$ cat src/rtl/score_display_mux_if.sv
// Score load and display pin bundle shared by the score source, the display driver and the pads.
interface score_display_mux_if #(
   parameter int SCORE_W = 14
);
   logic [SCORE_W-1:0] score;
   logic               score_valid;
   logic               blank_lz;
   logic               busy;
   logic               overflow;
   logic [7:0]         anode;
   logic [6:0]         segment;

   modport master (
      output score, score_valid, blank_lz,
      input  busy, overflow, anode, segment
   );

   modport slave (
      input  score, score_valid, blank_lz,
      output busy, overflow, anode, segment
   );
endinterface

$ cat src/rtl/score_display_mux.sv
// Binary score to BCD (double-dabble) converter feeding a time-multiplexed seven-segment scan.
//
// state     | meaning
// ----------+------------------------------------------------------------
// ST_IDLE   | waiting for a score strobe, display holds last commit
// ST_SHIFT  | SCORE_W add-3/shift steps on the BCD work register
// ST_COMMIT | work register copied to display, chain to pending load
module score_display_mux #(
   parameter int NUM_DIGITS  = 4,
   parameter int SCORE_W     = 14,
   parameter int REFRESH_DIV = 100000
) (
   input logic                clk,
   input logic                rst_n,
   score_display_mux_if.slave sdm
);
   localparam int BCD_W = 4 * NUM_DIGITS;
   localparam int RC_W  = $clog2(REFRESH_DIV);

   function automatic logic [31:0] pow10(input int n);
      logic [31:0] p;
      p = 32'd1;
      for (int i = 0; i < n; i++) p = p * 32'd10;
      return p;
   endfunction

   localparam logic [31:0] MAX_VAL = pow10(NUM_DIGITS) - 32'd1;

   function automatic logic [6:0] seg_decode(input logic [3:0] nib);
      case (nib)
         4'd0:    return 7'h40;
         4'd1:    return 7'h79;
         4'd2:    return 7'h24;
         4'd3:    return 7'h30;
         4'd4:    return 7'h19;
         4'd5:    return 7'h12;
         4'd6:    return 7'h02;
         4'd7:    return 7'h78;
         4'd8:    return 7'h00;
         4'd9:    return 7'h10;
         default: return 7'h7F;
      endcase
   endfunction

   typedef enum logic [1:0] {
      ST_IDLE   = 2'd0,
      ST_SHIFT  = 2'd1,
      ST_COMMIT = 2'd2
   } state_t;

   state_t             state_q;
   logic               busy_q;
   logic               overflow_q;
   logic               ovf_cur_q;
   logic [SCORE_W-1:0] bin_q;
   logic [BCD_W-1:0]   work_q;
   logic [4:0]         sh_cnt_q;
   logic               pend_q;
   logic [SCORE_W-1:0] pend_val_q;
   logic               pend_ovf_q;
   logic [BCD_W-1:0]   disp_q;

   logic [RC_W-1:0]    ref_cnt_q;
   logic               tick_q;
   logic [2:0]         idx_q;
   logic [7:0]         anode_q;
   logic [6:0]         segment_q;

   logic               load_ovf;
   logic [SCORE_W-1:0] load_val;
   logic [BCD_W-1:0]   work_adj;
   logic [3:0]         cur_nib;
   logic               cur_blank;
   logic               upper_zero;

   // Out-of-range scores saturate to all nines before conversion.
   assign load_ovf = (32'(sdm.score) > MAX_VAL);
   assign load_val = load_ovf ? SCORE_W'(MAX_VAL) : sdm.score;

   always_comb begin
      work_adj = work_q;
      for (int i = 0; i < NUM_DIGITS; i++) begin
         if (work_q[4*i +: 4] >= 4'd5) work_adj[4*i +: 4] = work_q[4*i +: 4] + 4'd3;
      end
   end

   // A digit is a leading zero when it and every digit above it are zero.
   always_comb begin
      cur_nib    = 4'd0;
      cur_blank  = 1'b0;
      upper_zero = 1'b1;
      for (int i = NUM_DIGITS - 1; i >= 0; i--) begin
         upper_zero = upper_zero & (disp_q[4*i +: 4] == 4'd0);
         if (3'(i) == idx_q) begin
            cur_nib   = disp_q[4*i +: 4];
            cur_blank = upper_zero && (i != 0);
         end
      end
   end

   always_ff @(posedge clk or negedge rst_n) begin
      if (!rst_n) begin
         state_q    <= ST_IDLE;
         busy_q     <= 1'b0;
         overflow_q <= 1'b0;
         ovf_cur_q  <= 1'b0;
         bin_q      <= '0;
         work_q     <= '0;
         sh_cnt_q   <= '0;
         pend_q     <= 1'b0;
         pend_val_q <= '0;
         pend_ovf_q <= 1'b0;
         disp_q     <= '0;
      end else begin
         case (state_q)
            ST_IDLE: begin
               if (sdm.score_valid) begin
                  bin_q     <= load_val;
                  ovf_cur_q <= load_ovf;
                  work_q    <= '0;
                  sh_cnt_q  <= 5'(SCORE_W - 1);
                  busy_q    <= 1'b1;
                  state_q   <= ST_SHIFT;
               end
            end
            ST_SHIFT: begin
               work_q <= {work_adj[BCD_W-2:0], bin_q[SCORE_W-1]};
               bin_q  <= bin_q << 1;
               if (sh_cnt_q == 5'd0) state_q <= ST_COMMIT;
               else sh_cnt_q <= sh_cnt_q - 5'd1;
               if (sdm.score_valid) begin
                  pend_q     <= 1'b1;
                  pend_val_q <= load_val;
                  pend_ovf_q <= load_ovf;
               end
            end
            ST_COMMIT: begin
               disp_q     <= work_q;
               overflow_q <= ovf_cur_q;
               pend_q     <= 1'b0;
               // A strobe landing in this very cycle is newer than anything pending.
               if (sdm.score_valid || pend_q) begin
                  bin_q     <= sdm.score_valid ? load_val : pend_val_q;
                  ovf_cur_q <= sdm.score_valid ? load_ovf : pend_ovf_q;
                  work_q    <= '0;
                  sh_cnt_q  <= 5'(SCORE_W - 1);
                  state_q   <= ST_SHIFT;
               end else begin
                  busy_q  <= 1'b0;
                  state_q <= ST_IDLE;
               end
            end
            default: begin
               busy_q  <= 1'b0;
               state_q <= ST_IDLE;
            end
         endcase
      end
   end

   always_ff @(posedge clk or negedge rst_n) begin
      if (!rst_n) begin
         ref_cnt_q <= '0;
         tick_q    <= 1'b0;
         idx_q     <= 3'd0;
         anode_q   <= 8'hFF;
         segment_q <= 7'h7F;
      end else begin
         if (ref_cnt_q == RC_W'(REFRESH_DIV - 1)) ref_cnt_q <= '0;
         else ref_cnt_q <= ref_cnt_q + RC_W'(1);
         tick_q <= (ref_cnt_q == RC_W'(REFRESH_DIV - 1));
         if (tick_q) begin
            anode_q   <= ~(8'd1 << idx_q);
            segment_q <= (cur_blank && sdm.blank_lz) ? 7'h7F : seg_decode(cur_nib);
            idx_q     <= (idx_q == 3'(NUM_DIGITS - 1)) ? 3'd0 : idx_q + 3'd1;
         end
      end
   end

   assign sdm.busy     = busy_q;
   assign sdm.overflow = overflow_q;
   assign sdm.anode    = anode_q;
   assign sdm.segment  = segment_q;
endmodule

$ cat src/flat_wrapper.sv
// flat-port wrapper written by rule: the top's interface ports become plain ports
module score_display_mux_flat 
#(
   parameter int NUM_DIGITS  = 4,
   parameter int SCORE_W     = 14,
   parameter int REFRESH_DIV = 100000
)
  (clk, rst_n, sdm_score, sdm_score_valid, sdm_blank_lz, sdm_busy, sdm_overflow, sdm_anode, sdm_segment);
  score_display_mux_if #(.SCORE_W(SCORE_W)) sdm_i ();
  input logic clk;
  input logic rst_n;
  input wire logic [$bits(sdm_i.score)-1:0] sdm_score;
  input wire logic [$bits(sdm_i.score_valid)-1:0] sdm_score_valid;
  input wire logic [$bits(sdm_i.blank_lz)-1:0] sdm_blank_lz;
  output wire logic [$bits(sdm_i.busy)-1:0] sdm_busy;
  output wire logic [$bits(sdm_i.overflow)-1:0] sdm_overflow;
  output wire logic [$bits(sdm_i.anode)-1:0] sdm_anode;
  output wire logic [$bits(sdm_i.segment)-1:0] sdm_segment;
  assign sdm_i.score = sdm_score;
  assign sdm_i.score_valid = sdm_score_valid;
  assign sdm_i.blank_lz = sdm_blank_lz;
  assign sdm_busy = sdm_i.busy;
  assign sdm_overflow = sdm_i.overflow;
  assign sdm_anode = sdm_i.anode;
  assign sdm_segment = sdm_i.segment;
  score_display_mux #(.NUM_DIGITS(NUM_DIGITS), .SCORE_W(SCORE_W), .REFRESH_DIV(REFRESH_DIV)) u_core (.clk(clk), .rst_n(rst_n), .sdm(sdm_i));
endmodule
$ cat config.mk
export PLATFORM = sky130hd
export DESIGN_NAME = score_display_mux_flat
export DESIGN_NICKNAME = d
export VERILOG_FILES = /design/src/rtl/score_display_mux_if.sv /design/src/rtl/score_display_mux.sv /design/src/flat_wrapper.sv
export SDC_FILE = /design/constraint.sdc
export NUM_CORES = 1
export LEC_CHECK = 0
export ABC_AREA = 0
export BUFFER_PORTS_ARGS = -buffer_cell sky130_fd_sc_hd__clkbuf_2
export CORE_ASPECT_RATIO = 1.2
export CORE_UTILIZATION = 55
export DETAILED_ROUTE_END_ITERATION = 10
export GPL_ROUTABILITY_DRIVEN = 0
export PLACE_DENSITY_LB_ADDON = 0.15
export SYNTH_ARGS = -nofsm -noshare
export SYNTH_HDL_FRONTEND = slang
export SYNTH_SLANG_ARGS = --single-unit
$ cat constraint.sdc
create_clock -name clk -period 2.2 [get_ports clk]
set_input_delay 0.22 -clock clk [delete_from_list [all_inputs] [get_ports clk]]
set_output_delay 0.22 -clock clk [all_outputs]
set_load 0.05 [all_outputs]
==> run summary <==
Average footprint of a synthesized cell - 9.65 sq um
Synthesized cell area - 0.00570 sq mm
Clock Skews - 0.00393 ns
Overflow left after global routing - 0
Tightest Pin Transition - 0.543 ns
Fraction of synthesized cell area taken by the top area cell type - 0.409
Effective utilization at floorplan - 0.566
Launching element type of the critical path - register
Largest net degree at the start of global routing - 59
Area added between synthesis and finish - 13.2%
Max FO, Critical Path - 7
Capture point of the worst reg-to-reg path - u_core.sdm.segment[5]$_DFFE_PN1P_
Most crowded layer after global routing - met2
Number of iterations in the first detailed-routing pass - 4
Worst r2r path cells - 10
Clk_lat worst skew - 0.35 ns
Horiz. Die Dim - 94.9 microns
Leak pwr - 2.91 nW
Via Count - 4370
Post-layout nets - 669
Number of synthesized register bits - 108
Clock tree from TritonCTS - done
Most frequently used flop master after synthesis - dfrtp_1
Clock buffer count from CTS - 9
Clock input transition at the sequential cells of the worst setup and hold paths - 0.07 ns
Clock sink count - 108
Routed Antenna Nets - 0
Cell at the slowest stage of the critical path - dfrtp_1
H-Tree Depth - 3
Max-Slew Margin vs Limit - 0.636
Share of flip-flops with an asynchronous set or reset - 1.00
Share of final-layout standard cells stronger than drive strength 1 - 0.209
Area inside the core boundary - 0.0101 sq mm
Met2 demand-to-capacity share in global routing - 0.400
Number of max-capacitance violations reported - 0
Ordered cell list for the critical path - inv_2, ha_4, nand3b_1, a221o_1, nor2_2, buf_4, ha_1, nor3_1, a211oi_1, o22a_1
Status - complete, no violations
Most common cell in the synthesized netlist - dfrtp_1
Count of input and output buffers - 34
Top area cells in the synthesized netlist - dfrtp_1 (41%), dfstp_2 (6.9%), ha_1 (5.5%)
Origin of the worst min-delay path - sdm_score[5]
Worst min-delay path endpoint - u_core.pend_val_q[5]$_DFFE_PN0P_
Worst min-delay path class - primary input to register
Area of the die - 0.0108 sq mm
Sequential share of the synthesized area - 0.478
Critical R2R Launch - u_core.idx_q[0]$_DFFE_PN0P_
Number of distinct library cells after synthesis - 57
Power density cells - 920 mW/mm^2
Setup Total Neg Slack - 0 ns
Ratio of routed vias to standard cells - 5.77
Number of buffers on the longest clock path - 2
Number of nets in the synthesized netlist - 633
Ys Warns - 0
Cell Count, Final, Fillers Out - 757
Mean routed wirelength per cell - 15.2 microns
Highest cell delay on the worst timing path - 0.39 ns
Cell types with the highest counts after synthesis - dfrtp_1 (93), nor2_1 (63), nand2_1 (62)
Met1 track demand over resource - 0.302
GRT Total Usage - 0.236
Met3 track demand over resource in global routing - 0.0473
Root buf cell - clkbuf_16
Cell family contributing the most delay on the critical path - compound AO/OA/AOI/OAI gates
Gate count after technology mapping - 590
Setup CP Type - register to register
Number of global-route vias before repair - 4363
Wire length of the first global-routing pass - 20000 microns
Number of antenna violations at the first check in global routing - 0
Count of buffering cells on the critical path with inverters included - 2
DRC viols - 0
Inst Count DP - 738
Top achievable clock speed - 463 MHz
Site row count - 40
Number of placed I/O pins - 35
Final number of hold-violating endpoints - 0
ANT cells - 0
Clock period minus final worst setup slack - 2.16 ns
Internal reg-to-reg setup slack - 0.04 ns
Required time of the critical path - 2.49 ns
Hpwl dp - 7980 microns
Number of enable-type register cells in the synthesized netlist - 0
Minimum setup slack after placement - -0.00735 ns
Y dimension of the die - 113 microns
Data arrival time of the critical path - 2.45 ns
Setup repair after global routing missed its margin - true
Hold Path Stages - 3
Total of endpoints with negative setup slack in the final report - 0
Peak supply drop - 0.544 mV
Critical path endpoint category - register
Number of DRC violations after detailed-routing iteration 0 - 215
Post-detailed-routing wire length - 11500 microns
Cell taking the most area after synthesis - dfrtp_1
Post-route worst setup slack - 0.0402 ns
Portion of the clock cycle consumed by the worst path in the final layout - 0.982
Pins over their slew limit - 0
==> how the worst max path moves through the flow <==
stage	start	to	depth (start not counted)
CTS	u_core.idx_q[1]$_DFFE_PN0P_	u_core.sdm.segment[3]$_DFFE_PN1P_	10
global placement	u_core.idx_q[0]$_DFFE_PN0P_	u_core.sdm.segment[4]$_DFFE_PN1P_	10
floorplan	u_core.idx_q[0]$_DFFE_PN0P_	u_core.sdm.segment[3]$_DFFE_PN1P_	11
detailed placement	u_core.idx_q[0]$_DFFE_PN0P_	u_core.sdm.segment[4]$_DFFE_PN1P_	10
finish	u_core.idx_q[0]$_DFFE_PN0P_	u_core.sdm.segment[5]$_DFFE_PN1P_	10
global route	u_core.idx_q[1]$_DFFE_PN0P_	u_core.sdm.segment[4]$_DFFE_PN1P_	8
==> area by class of cell <==
cell class | count | area [sq um]
fill | 817 | 3610
sequential | 108 | 2720
clock buffer | 10 | 229
tap | 126 | 158
timing repair buffer | 59 | 388
multi-input combinational | 425 | 2800
inverter | 23 | 86.3
clock inverter | 6 | 62.6
==> timing repair <==
action,4_1_cts,5_1_grt
hold endpoints to repair,27,0
setup buffers,0,2
endpoints found under the setup margin,4,11
pin swaps,0,4
gates resized for setup,2,14
hold buffers,1,0
==> placed cells by master, fill, tap and decap left out, types with 3 or more instances in the layout <==
| cell type | netlist | final |
|---|---|---|
| nor2b_1 | 6 | 6 |
| buf_4 | 0 | 23 |
| ha_1 | 25 | 21 |
| clkinv_2 | 0 | 3 |
| nand3_1 | 14 | 14 |
| xnor2_1 | 12 | 12 |
| a22o_1 | 29 | 29 |
| mux2_2 | 21 | 21 |
| dfstp_2 | 15 | 15 |
| or3_1 | 3 | 3 |
| a21oi_1 | 35 | 34 |
| clkbuf_2 | 0 | 33 |
| nor4_1 | 3 | 3 |
| o21ai_0 | 43 | 42 |
| nor3_1 | 11 | 10 |
| a211o_1 | 3 | 3 |
| a22oi_1 | 4 | 3 |
| nand2b_1 | 6 | 6 |
| a21o_1 | 3 | 3 |
| nand2_1 | 62 | 62 |
| nor3b_1 | 6 | 5 |
| a32oi_1 | 4 | 4 |
| nor2_1 | 63 | 62 |
| xor2_1 | 7 | 7 |
| a31oi_1 | 9 | 9 |
| dfrtp_1 | 93 | 93 |
| nand3b_1 | 4 | 4 |
| ha_4 | 0 | 3 |
| clkbuf_16 | 0 | 9 |
| a211oi_1 | 7 | 6 |
| o21ai_1 | 10 | 11 |
| inv_1 | 23 | 20 |
| o22a_1 | 5 | 5 |
| inv_2 | 0 | 3 |
==> worst register-to-register path: stages, from the launching register on <==
cell and delay (ns):
dfrtp_1 0.39, inv_2 0.09, ha_4 0.19, nand3b_1 0.19, a221o_1 0.34, nor2_2 0.13, buf_4 0.14, ha_1 0.15
nor3_1 0.06, a211oi_1 0.26, o22a_1 0.17
==> sequential cells by signal, summed over array words and instances, names as in the netlist <==
name,count
u_core.pend_val_q,14
u_core.work_q,16
u_core.disp_q,16
u_core.tick_q,1
u_core.sdm.overflow,1
u_core.bin_q,14
u_core.idx_q,3
u_core.ref_cnt_q,17
u_core.pend_ovf_q,1
u_core.sdm.anode,8
u_core.sdm.segment,7
u_core.ovf_cur_q,1
u_core.pend_q,1
u_core.state_q,2
u_core.sdm.busy,1
u_core.sh_cnt_q,5
==> kinds of logic after synthesis <==
family                     Yosys count  share of synthesized area
AOI/OAI and AO/OA                  166                      0.191
and+or+nand+nor                    192                      0.159
muxes                               23                     0.0450
adders and majority gates           25                     0.0549
buffers and inverters               57                     0.0426
DFF                                108                      0.478
xor gates and xnor gates            19                     0.0292
==> power by group <==
| part | internal, mW | leakage [nW] | total [mW] | switching (mW) |
|---|---|---|---|---|
| clock network | 0.884 | 0.147 | 1.60 | 0.721 |
| registers | 2.35 | 1.37 | 2.61 | 0.254 |
| logic | 0.718 | 1.40 | 1.72 | 1.00 |
| total | 3.95 | 2.91 | 5.93 | 1.98 |
==> routing by layer <==
metal	wire, microns	up-vias
met4	181	0
met2	5870	76
met3	385	17
met5	0	-
met1	5080	2136
li1	-	2141
==> through the flow <==
| step | power [mW] | utilization | instance area (sq um) | hold slack (ns) |
|---|---|---|---|---|
| 3_5_place_dp | 4.34 | 0.603 | 6060 | 0.182 |
| 4_1_cts | 5.95 | 0.634 | 6370 | 0.138 |
| 6_report | 5.93 | 0.641 | 6450 | 0.149 |
| 3_3_place_gp | 4.26 | 0.603 | 6060 | 0.182 |
| 2_1_floorplan | 3.85 | - | 5700 | -0.0756 |
| 5_1_grt | 6.32 | 0.641 | 6450 | 0.178 |
Power figures use the tool's default switching activity.
